$ cat config.mk
export PLATFORM = sky130hd
export DESIGN_NAME = uart_rx_param
export DESIGN_NICKNAME = d
export VERILOG_FILES = /design/src/rtl/uart_rx_param.sv
export SDC_FILE = /design/constraint.sdc
export NUM_CORES = 1
export LEC_CHECK = 0
export BUFFER_PORTS_ARGS = -buffer_cell sky130_fd_sc_hd__buf_4
export CAP_MARGIN = 10
export CORE_MARGIN = 10
export CORE_UTILIZATION = 53
export CTS_CLUSTER_DIAMETER = 150
export DETAILED_ROUTE_END_ITERATION = 16
export PLACE_DENSITY = 0.8
export SYNTH_ARGS = -nofsm -noshare
export SYNTH_HDL_FRONTEND = slang
export SYNTH_SLANG_ARGS = --single-unit
export TNS_END_PERCENT = 1
$ cat constraint.sdc
create_clock -name clk -period 1.97 [get_ports clk]
set_input_delay 0.0985 -clock clk [delete_from_list [all_inputs] [get_ports clk]]
set_output_delay 0.0985 -clock clk [all_outputs]
set_load 0.05 [all_outputs]
$ cat src/rtl/uart_rx_param.sv
// uart_rx_param: oversampling UART receiver with configurable data width, parity and stop bits.
// Build macro UART_RX_MAJORITY_EN selects a 2-of-3 vote around each bit centre instead of a single sample.
module uart_rx_param #(
    parameter int CLK_FREQ   = 100_000_000,
    parameter int BAUD_RATE  = 9600,
    parameter int OVERSAMPLE = 16,
    parameter int DATA_BITS  = 8,
    parameter int PARITY     = 0,
    parameter int STOP_BITS  = 1
) (
    input  logic                 clk,
    input  logic                 rst,
    input  logic                 rx,
    output logic [DATA_BITS-1:0] rx_data,
    output logic                 rx_done,
    output logic                 frame_err,
    output logic                 parity_err,
    output logic                 rx_busy
);
    localparam int DIV = CLK_FREQ / (BAUD_RATE * OVERSAMPLE);
    localparam int DW  = (DIV > 1) ? $clog2(DIV) : 1;
    localparam int SW  = $clog2(OVERSAMPLE);
`ifdef UART_RX_MAJORITY_EN
    localparam int START_DEC = OVERSAMPLE / 2;
`else
    localparam int START_DEC = OVERSAMPLE / 2 - 1;
`endif
    localparam logic [DW-1:0] DIV_LAST  = DW'(DIV - 1);
    localparam logic [SW-1:0] START_PT  = SW'(START_DEC);
    localparam logic [SW-1:0] BIT_PT    = SW'(OVERSAMPLE - 1);
    localparam logic [3:0]    DATA_LAST = 4'(DATA_BITS - 1);
    localparam logic [3:0]    STOP_LAST = 4'(STOP_BITS - 1);

    if (DIV < 2) begin : g_div_check
        $error("uart_rx_param: CLK_FREQ/(BAUD_RATE*OVERSAMPLE) must be at least 2");
    end
    if ((OVERSAMPLE < 8) || ((OVERSAMPLE % 2) != 0)) begin : g_os_check
        $error("uart_rx_param: OVERSAMPLE must be even and at least 8");
    end
    if ((DATA_BITS < 5) || (DATA_BITS > 9) || (PARITY < 0) || (PARITY > 2) ||
        (STOP_BITS < 1) || (STOP_BITS > 2)) begin : g_frame_check
        $error("uart_rx_param: illegal DATA_BITS, PARITY or STOP_BITS");
    end

    typedef enum logic [2:0] {
        ST_IDLE   = 3'd0,
        ST_START  = 3'd1,
        ST_DATA   = 3'd2,
        ST_PARITY = 3'd3,
        ST_STOP   = 3'd4
    } state_e;

    // Ones-count check of payload plus received parity bit against the configured mode.
    function automatic logic parity_mismatch(input logic [DATA_BITS-1:0] d, input logic p);
        logic ones_odd;
        ones_odd = ^{d, p};
        if (PARITY == 1) begin
            return ~ones_odd;
        end else if (PARITY == 2) begin
            return ones_odd;
        end else begin
            return 1'b0;
        end
    endfunction

    state_e               state_q, state_d;
    logic                 rx_meta_q, rxs_q, rxs_prev_q;
    logic [DW-1:0]        div_q, div_d;
    logic [SW-1:0]        s_cnt_q, s_cnt_d;
    logic [3:0]           bit_cnt_q, bit_cnt_d;
    logic [DATA_BITS-1:0] shreg_q, shreg_d;
    logic                 par_err_q, par_err_d;
    logic                 stop_err_q, stop_err_d;
    logic [DATA_BITS-1:0] rx_data_q, rx_data_d;
    logic                 rx_done_q, rx_done_d;
    logic                 frame_err_q, frame_err_d;
    logic                 parity_err_q, parity_err_d;
    logic                 rx_busy_q, rx_busy_d;
    logic                 tick_s, fall_s, bit_s, point_s;

    assign tick_s = (div_q == DIV_LAST);
    assign fall_s = rxs_prev_q & ~rxs_q;

`ifdef UART_RX_MAJORITY_EN
    logic [1:0] vote_q, vote_d;

    // Vote history: the samples taken on the two previous ticks.
    always_ff @(posedge clk) begin
        if (rst) begin
            vote_q <= 2'b11;
        end else begin
            vote_q <= vote_d;
        end
    end

    // 2-of-3 majority of the two stored samples and the current one.
    always_comb begin
        vote_d = tick_s ? {vote_q[0], rxs_q} : vote_q;
        bit_s  = (vote_q[1] & vote_q[0]) | (vote_q[1] & rxs_q) | (vote_q[0] & rxs_q);
    end
`else
    assign bit_s = rxs_q;
`endif

    assign point_s = tick_s && (s_cnt_q == ((state_q == ST_START) ? START_PT : BIT_PT));

    // Next-state and datapath: divider, sample counter, shifter and frame result.
    always_comb begin
        state_d      = state_q;
        div_d        = tick_s ? {DW{1'b0}} : div_q + DW'(1);
        s_cnt_d      = s_cnt_q;
        bit_cnt_d    = bit_cnt_q;
        shreg_d      = shreg_q;
        par_err_d    = par_err_q;
        stop_err_d   = stop_err_q;
        rx_data_d    = rx_data_q;
        rx_done_d    = 1'b0;
        frame_err_d  = frame_err_q;
        parity_err_d = parity_err_q;
        if (tick_s) begin
            s_cnt_d = (s_cnt_q == BIT_PT) ? {SW{1'b0}} : s_cnt_q + SW'(1);
        end else begin
            s_cnt_d = s_cnt_q;
        end
        case (state_q)
            ST_IDLE: begin
                if (fall_s) begin
                    state_d = ST_START;
                    div_d   = {DW{1'b0}};
                    s_cnt_d = {SW{1'b0}};
                end else begin
                    state_d = ST_IDLE;
                end
            end
            ST_START: begin
                if (point_s && bit_s) begin
                    state_d = ST_IDLE;
                end else if (point_s) begin
                    state_d   = ST_DATA;
                    s_cnt_d   = {SW{1'b0}};
                    bit_cnt_d = 4'd0;
                    par_err_d = 1'b0;
                end else begin
                    state_d = ST_START;
                end
            end
            ST_DATA: begin
                if (point_s) begin
                    shreg_d = {bit_s, shreg_q[DATA_BITS-1:1]};
                    if (bit_cnt_q == DATA_LAST) begin
                        bit_cnt_d  = 4'd0;
                        stop_err_d = 1'b0;
                        state_d    = (PARITY != 0) ? ST_PARITY : ST_STOP;
                    end else begin
                        bit_cnt_d = bit_cnt_q + 4'd1;
                    end
                end else begin
                    state_d = ST_DATA;
                end
            end
            ST_PARITY: begin
                if (point_s) begin
                    par_err_d = parity_mismatch(shreg_q, bit_s);
                    state_d   = ST_STOP;
                end else begin
                    state_d = ST_PARITY;
                end
            end
            ST_STOP: begin
                if (point_s && (bit_cnt_q == STOP_LAST)) begin
                    rx_data_d    = shreg_q;
                    frame_err_d  = stop_err_q | ~bit_s;
                    parity_err_d = par_err_q;
                    rx_done_d    = 1'b1;
                    state_d      = ST_IDLE;
                end else if (point_s) begin
                    stop_err_d = stop_err_q | ~bit_s;
                    bit_cnt_d  = bit_cnt_q + 4'd1;
                end else begin
                    state_d = ST_STOP;
                end
            end
            default: begin
                state_d = ST_IDLE;
            end
        endcase
        rx_busy_d = (state_d != ST_IDLE);
    end

    // All state, with the line synchroniser idling high out of reset.
    always_ff @(posedge clk) begin
        if (rst) begin
            rx_meta_q    <= 1'b1;
            rxs_q        <= 1'b1;
            rxs_prev_q   <= 1'b1;
            state_q      <= ST_IDLE;
            div_q        <= {DW{1'b0}};
            s_cnt_q      <= {SW{1'b0}};
            bit_cnt_q    <= 4'd0;
            shreg_q      <= {DATA_BITS{1'b0}};
            par_err_q    <= 1'b0;
            stop_err_q   <= 1'b0;
            rx_data_q    <= {DATA_BITS{1'b0}};
            rx_done_q    <= 1'b0;
            frame_err_q  <= 1'b0;
            parity_err_q <= 1'b0;
            rx_busy_q    <= 1'b0;
        end else begin
            rx_meta_q    <= rx;
            rxs_q        <= rx_meta_q;
            rxs_prev_q   <= rxs_q;
            state_q      <= state_d;
            div_q        <= div_d;
            s_cnt_q      <= s_cnt_d;
            bit_cnt_q    <= bit_cnt_d;
            shreg_q      <= shreg_d;
            par_err_q    <= par_err_d;
            stop_err_q   <= stop_err_d;
            rx_data_q    <= rx_data_d;
            rx_done_q    <= rx_done_d;
            frame_err_q  <= frame_err_d;
            parity_err_q <= parity_err_d;
            rx_busy_q    <= rx_busy_d;
        end
    end

    assign rx_data    = rx_data_q;
    assign rx_done    = rx_done_q;
    assign frame_err  = frame_err_q;
    assign parity_err = parity_err_q;
    assign rx_busy    = rx_busy_q;
endmodule

# Yosys cells after proc, flatten, opt, wreduce, memory -nomap -nowiden
# Index checks and enable logic that the tools add are counted.
# W data, S select, Z words.
# op_classes
eq_ne,14
addsub,3
n_mux,35
n_reduce_logical,15
bitwise,4
# ops
operator,n
$mux W4,12
$mux W10,3
$mux W3,5
$pmux W3 S5,1
$ne A2 B2 Y1 const B,6
$pmux W4 S3,1
$add A10 B1 Y10 const B,1
$eq A10 B10 Y1 const B,1
$add A4 B1 Y4 const B,2
$mux W1,8
$pmux W4 S2,1
$eq A3 B2 Y1 const B,2
$reduce_and A2 Y1,3
$reduce_and A6 Y1,1
$reduce_bool A3 Y1,2
$reduce_and A5 Y1,1
$eq A4 B3 Y1 const B,1
$eq A4 B4 Y1,1
$eq A4 B4 Y1 const B,1
$logic_not A4 Y1,1
$mux W2,2
$pmux W1 S2,2
$reduce_bool A2 Y1,2
$eq A3 B1 Y1 const B,1
7 further kinds,10
# totals
out_inout_bits,12
ff_bits,46
input_bits,3

# Logic depth before layout (Yosys ltp)
# logic_depth
ltp_word,8
depth_mapped,8
depth_no_buf,7

# Worst setup path after synthesis
# Ideal clock, no wire load.
# synth_timing
path_type,register -> register
from,reg div_q[5]
to,reg bit_cnt_q[3]
required_time_ns,1.900
stages_incl_launch_ff,6
setup_slack_ns,0.058
arrival_time_ns,1.842
period_less_slack_ns,1.912
cell_sequence,dfxtp_1 > or4b_4 > nor4_4 > o21ai_2 > or4_1 > a21oi_1
# synth_between
elab_chain_len,5
# synth_rtl
item,line_no,source
from (decl),68,"logic [DW-1:0] div_q, div_d;"
from (signal assigned),197,div_q <= {DW{1'b0}};
from (signal assigned),213,div_q <= div_d;
$eq A10 B10 Y1 *,81,assign tick_s = (div_q == DIV_LAST);
$logic_and A1 B1 Y1 *,105,assign point_s = tick_s && (s_cnt_q == ((state_q == ST_START) ? START_PT : BIT_PT));
"$logic_and A1 B1 Y1, on equally long branches","170, 136",
$ne A2 B2 Y1 (no line),-,
$reduce_and A6 Y1 (no line) *,-,
to (signal assigned),215,bit_cnt_q <= bit_cnt_d;
to (decl),70,"logic [3:0] bit_cnt_q, bit_cnt_d;"
# Mark *: on every way between the ends. The rest lies on a longest branch, timed or not.
# A chain may end at the register's enable or synchronous reset.

# Worst setup path after layout
# layout_timing
from,reg div_q[6]
to,reg bit_cnt_q[3]
# Same word-level chain as after synthesis.

==> flow_summary_export.csv <==
group,metric,value,unit
clocking,ctsHtreeMaxLevel,2,
synth,synth_warnings,0,
global_route,overflow,0,
worst_setup_path,start_kind,"register",
timing,fin_crit,2.04,ns
timing,worst_slack,-0.0741,ns
final_layout,fin_area,2470,um^2
clocking,cts_tree,"built",
synth,syn_area,2080,um^2
job,cap_violations,0,
routing,wl_per_cell,13.7,um
final_layout,nets,261,
floorplan,rows,22,
worst_setup_path,crit_type,"reg2reg",
worst_setup_path,crit_chain,"or4b_4 -> nor4_4 -> buf_4 -> o21ai_4 -> or4_1 -> a21oi_1",
clocking,cts_sinks,44,
min_path,min_path_type,"in2reg",
worst_setup_path,crit_fanout,6,
timing,drv_slew,0,
outcome,violations,"negative setup slack",
timing,rsz0062_at_grt,"true",
floorplan,die_area,6830,um^2
routing,wirelength,4.12,mm
final_layout,drive_gt1_share,26.0,%
synth,avgSynthCellArea,9.45,um^2
outcome,outcome,"finished, violations left",
floorplan,io_pins,15,
clocking,clock_latency,0.29,ns
placed_design,place_congestion,0.876,
synth,postSynthNetCount,228,
routing,remaining_drc_errors,0,
placed_design,postPlaceCellArea,2280,um^2
final_layout,synthToLayoutAreaGrowth,18.9,%
synth,synth_cell_types,51,
synth,ys_seq_area_share,42.4,%
final_layout,num_antenna_cells,0,
routing,vias,1630,
synth,synthFlopType,"dfxtp_1",
pwr,leakage,1.10,nW
pwr,p_per_area,676,nW/um^2
timing,hold_viol,0,
synth,synth_seq_cells,44,
routing,firstDrtPassIters,4,
clocking,ctsLongestPathBuffers,2,
global_route,grt_start_max_net_pins,32,
global_route,grt_pass1_vias,1596,
worst_setup_path,crit_path_max_incr_delay,0.57,ns
pwr,total_power,1.67,mW
routing,ant_nets,0,
worst_setup_path,critPathCaptureType,"register",
routing,vias_per_cell,5.40,
synth,synth-edff-count,0,
synth,synthArstFlopShare,0,%
floorplan,die_y,82.6,um
timing,fmax,489,MHz
placed_design,dp_hpwl,2.95,mm
routing,drt-initial-drc-count,173,
clocking,cts_root_buf,"clkbuf_8",
timing,fin_worst_skew,0.00219,ns
pwr,max-vdd-ir-drop,0.000518,V
clocking,clk_pin_slew,0.08,ns
floorplan,die_x,82.6,um
worst_setup_path,crit_arrival,2.27,ns
global_route,grt_pass1_wl,7.07,mm
global_route,grt_use_total,13.1,%
final_layout,final_cell_mix,"dfxtp_1 (43), buf_4 (38), nor2_1 (34)",
timing,setup_viol,4,
synth,netlist_instances,220,
clocking,cts_made_buffers,5,
worst_setup_path,worst_path_max_delay_cell,"or4b_4",
final_layout,fillers,309,
timing,min_period_over_period,104,%
final_layout,final_common_cell,"dfxtp_1",
worst_setup_path,required,2.19,ns
floorplan,start_util,56.0,%
floorplan,core_area,3720,um^2
placed_design,portBuffers,13,
global_route,antenna_found_initial,0,
[synthesized netlist by cell type, drive strengths merged (2+ instances only)]
cell,number,area (um^2)
nand3b,5,37.5
nor3,5,25.0
or4b,2,23.8
o21ai,6,33.8
nand3,7,35.0
xor2,6,52.6
nand2b,3,18.8
nor3b,5,37.5
xnor2,5,43.8
clkbuf,7,66.3
or2,4,25.0
and3,3,18.8
inv,5,18.8
and2,4,26.3
or3,4,27.5
dfxtp,44,881
ha,5,62.6
buf,6,45.0
a311o,2,21.3
nor2,34,128
nor2b,2,12.5
nand2,12,45.0
a21oi,7,35.0
mux2i,18,180
[timing repair]
item                       4_1_cts  5_1_grt
pin swaps                        0        6
hold endpoints to repair         1        0
setup endpoints to repair        5       16
buffers inserted                 0        4
hold buffers                     1        0
gates resized for setup          0       10
[area by class of cell]
| class | count | area [um^2] | area share, % |
|---|---|---|---|
| Inverter | 5 | 18.8 | 0.759 |
| Timing Repair Buffer | 39 | 295 | 11.9 |
| Tap cell | 48 | 60.1 | 2.43 |
| Sequential cell | 44 | 882 | 35.7 |
| Clock inverter | 2 | 35.0 | 1.42 |
| Multi-Input combinational cell | 158 | 1110 | 44.8 |
| Clock buffer | 6 | 72.6 | 2.94 |
[kinds of logic (layout without fill, tap and decap cells)]
logic type                 Yosys count  in the layout  share of synthesized area [%]
and+or+nand+nor                    100            100                           27.1
AOI/OAI and AO/OA                   23             23                           7.82
adders and majority gates            5              5                           3.01
DFF                                 44             44                           42.4
other                                1              1                          0.180
muxes                               18             18                           8.66
xor gates and xnor gates            11             11                           4.63
buffers and inverters               18             52                           6.26
[path summary, 6_finish.rpt]
kind,start,cells past startpoint,slack (ns),end
min,rst,2,0.18,rx_data[7]
min reg2reg,rx_meta_q,1,0.43,bit_s
max reg2reg,div_q[6],6,-0.07,bit_cnt_q[3]
max,div_q[6],6,-0.07,bit_cnt_q[3]
[critical path, delay by kind of cell (launching register included)]
kind | cells | cell delay, ns
compound gates | 2 | 0.22
buf+inv | 1 | 0.18
flops | 1 | 0.32
simple gates | 3 | 1.26
[routing by layer]
layer	global-route usage, %	up-vias	part of all wire [%]
li1	-	823	-
met1	16.0	775	43
met2	21.6	27	51
met3	3.24	5	4.5
met4	5.02	0	1.2
met5	0	-	0
[registers in the layout, indices dropped and copies added (netlist names)]
name,cells
bit_cnt_q,4
bit_s,1
div_q,10
frame_err,1
rx_busy,1
rx_data,8
rx_done,1
rx_meta_q,1
rxs_prev_q,1
s_cnt_q,4
shreg_q,8
state_q,3
stop_err_q,1
[through the flow]
stage / hold WS (ns) / instances / setup slack [ns] / setup TNS, ns / utilization (%)
after floorplan: 0.202 / 220 / 0.0584 / 0 / -
after global placement: 0.291 / 289 / 0.00669 / 0 / 61.4
after detailed placement: 0.294 / 289 / -0.0620 / -0.0834 / 61.4
after CTS: 0.172 / 298 / -0.0863 / -0.187 / 64.6
after global routing: 0.200 / 302 / -0.136 / -0.473 / 66.5
final: 0.182 / 302 / -0.0741 / -0.190 / 66.5
[power breakdown]
part           switching [mW]  internal, mW
clock network           0.288         0.376
registers              0.0146         0.903
logic                  0.0518        0.0389
(Power assumes the default switching activity.)
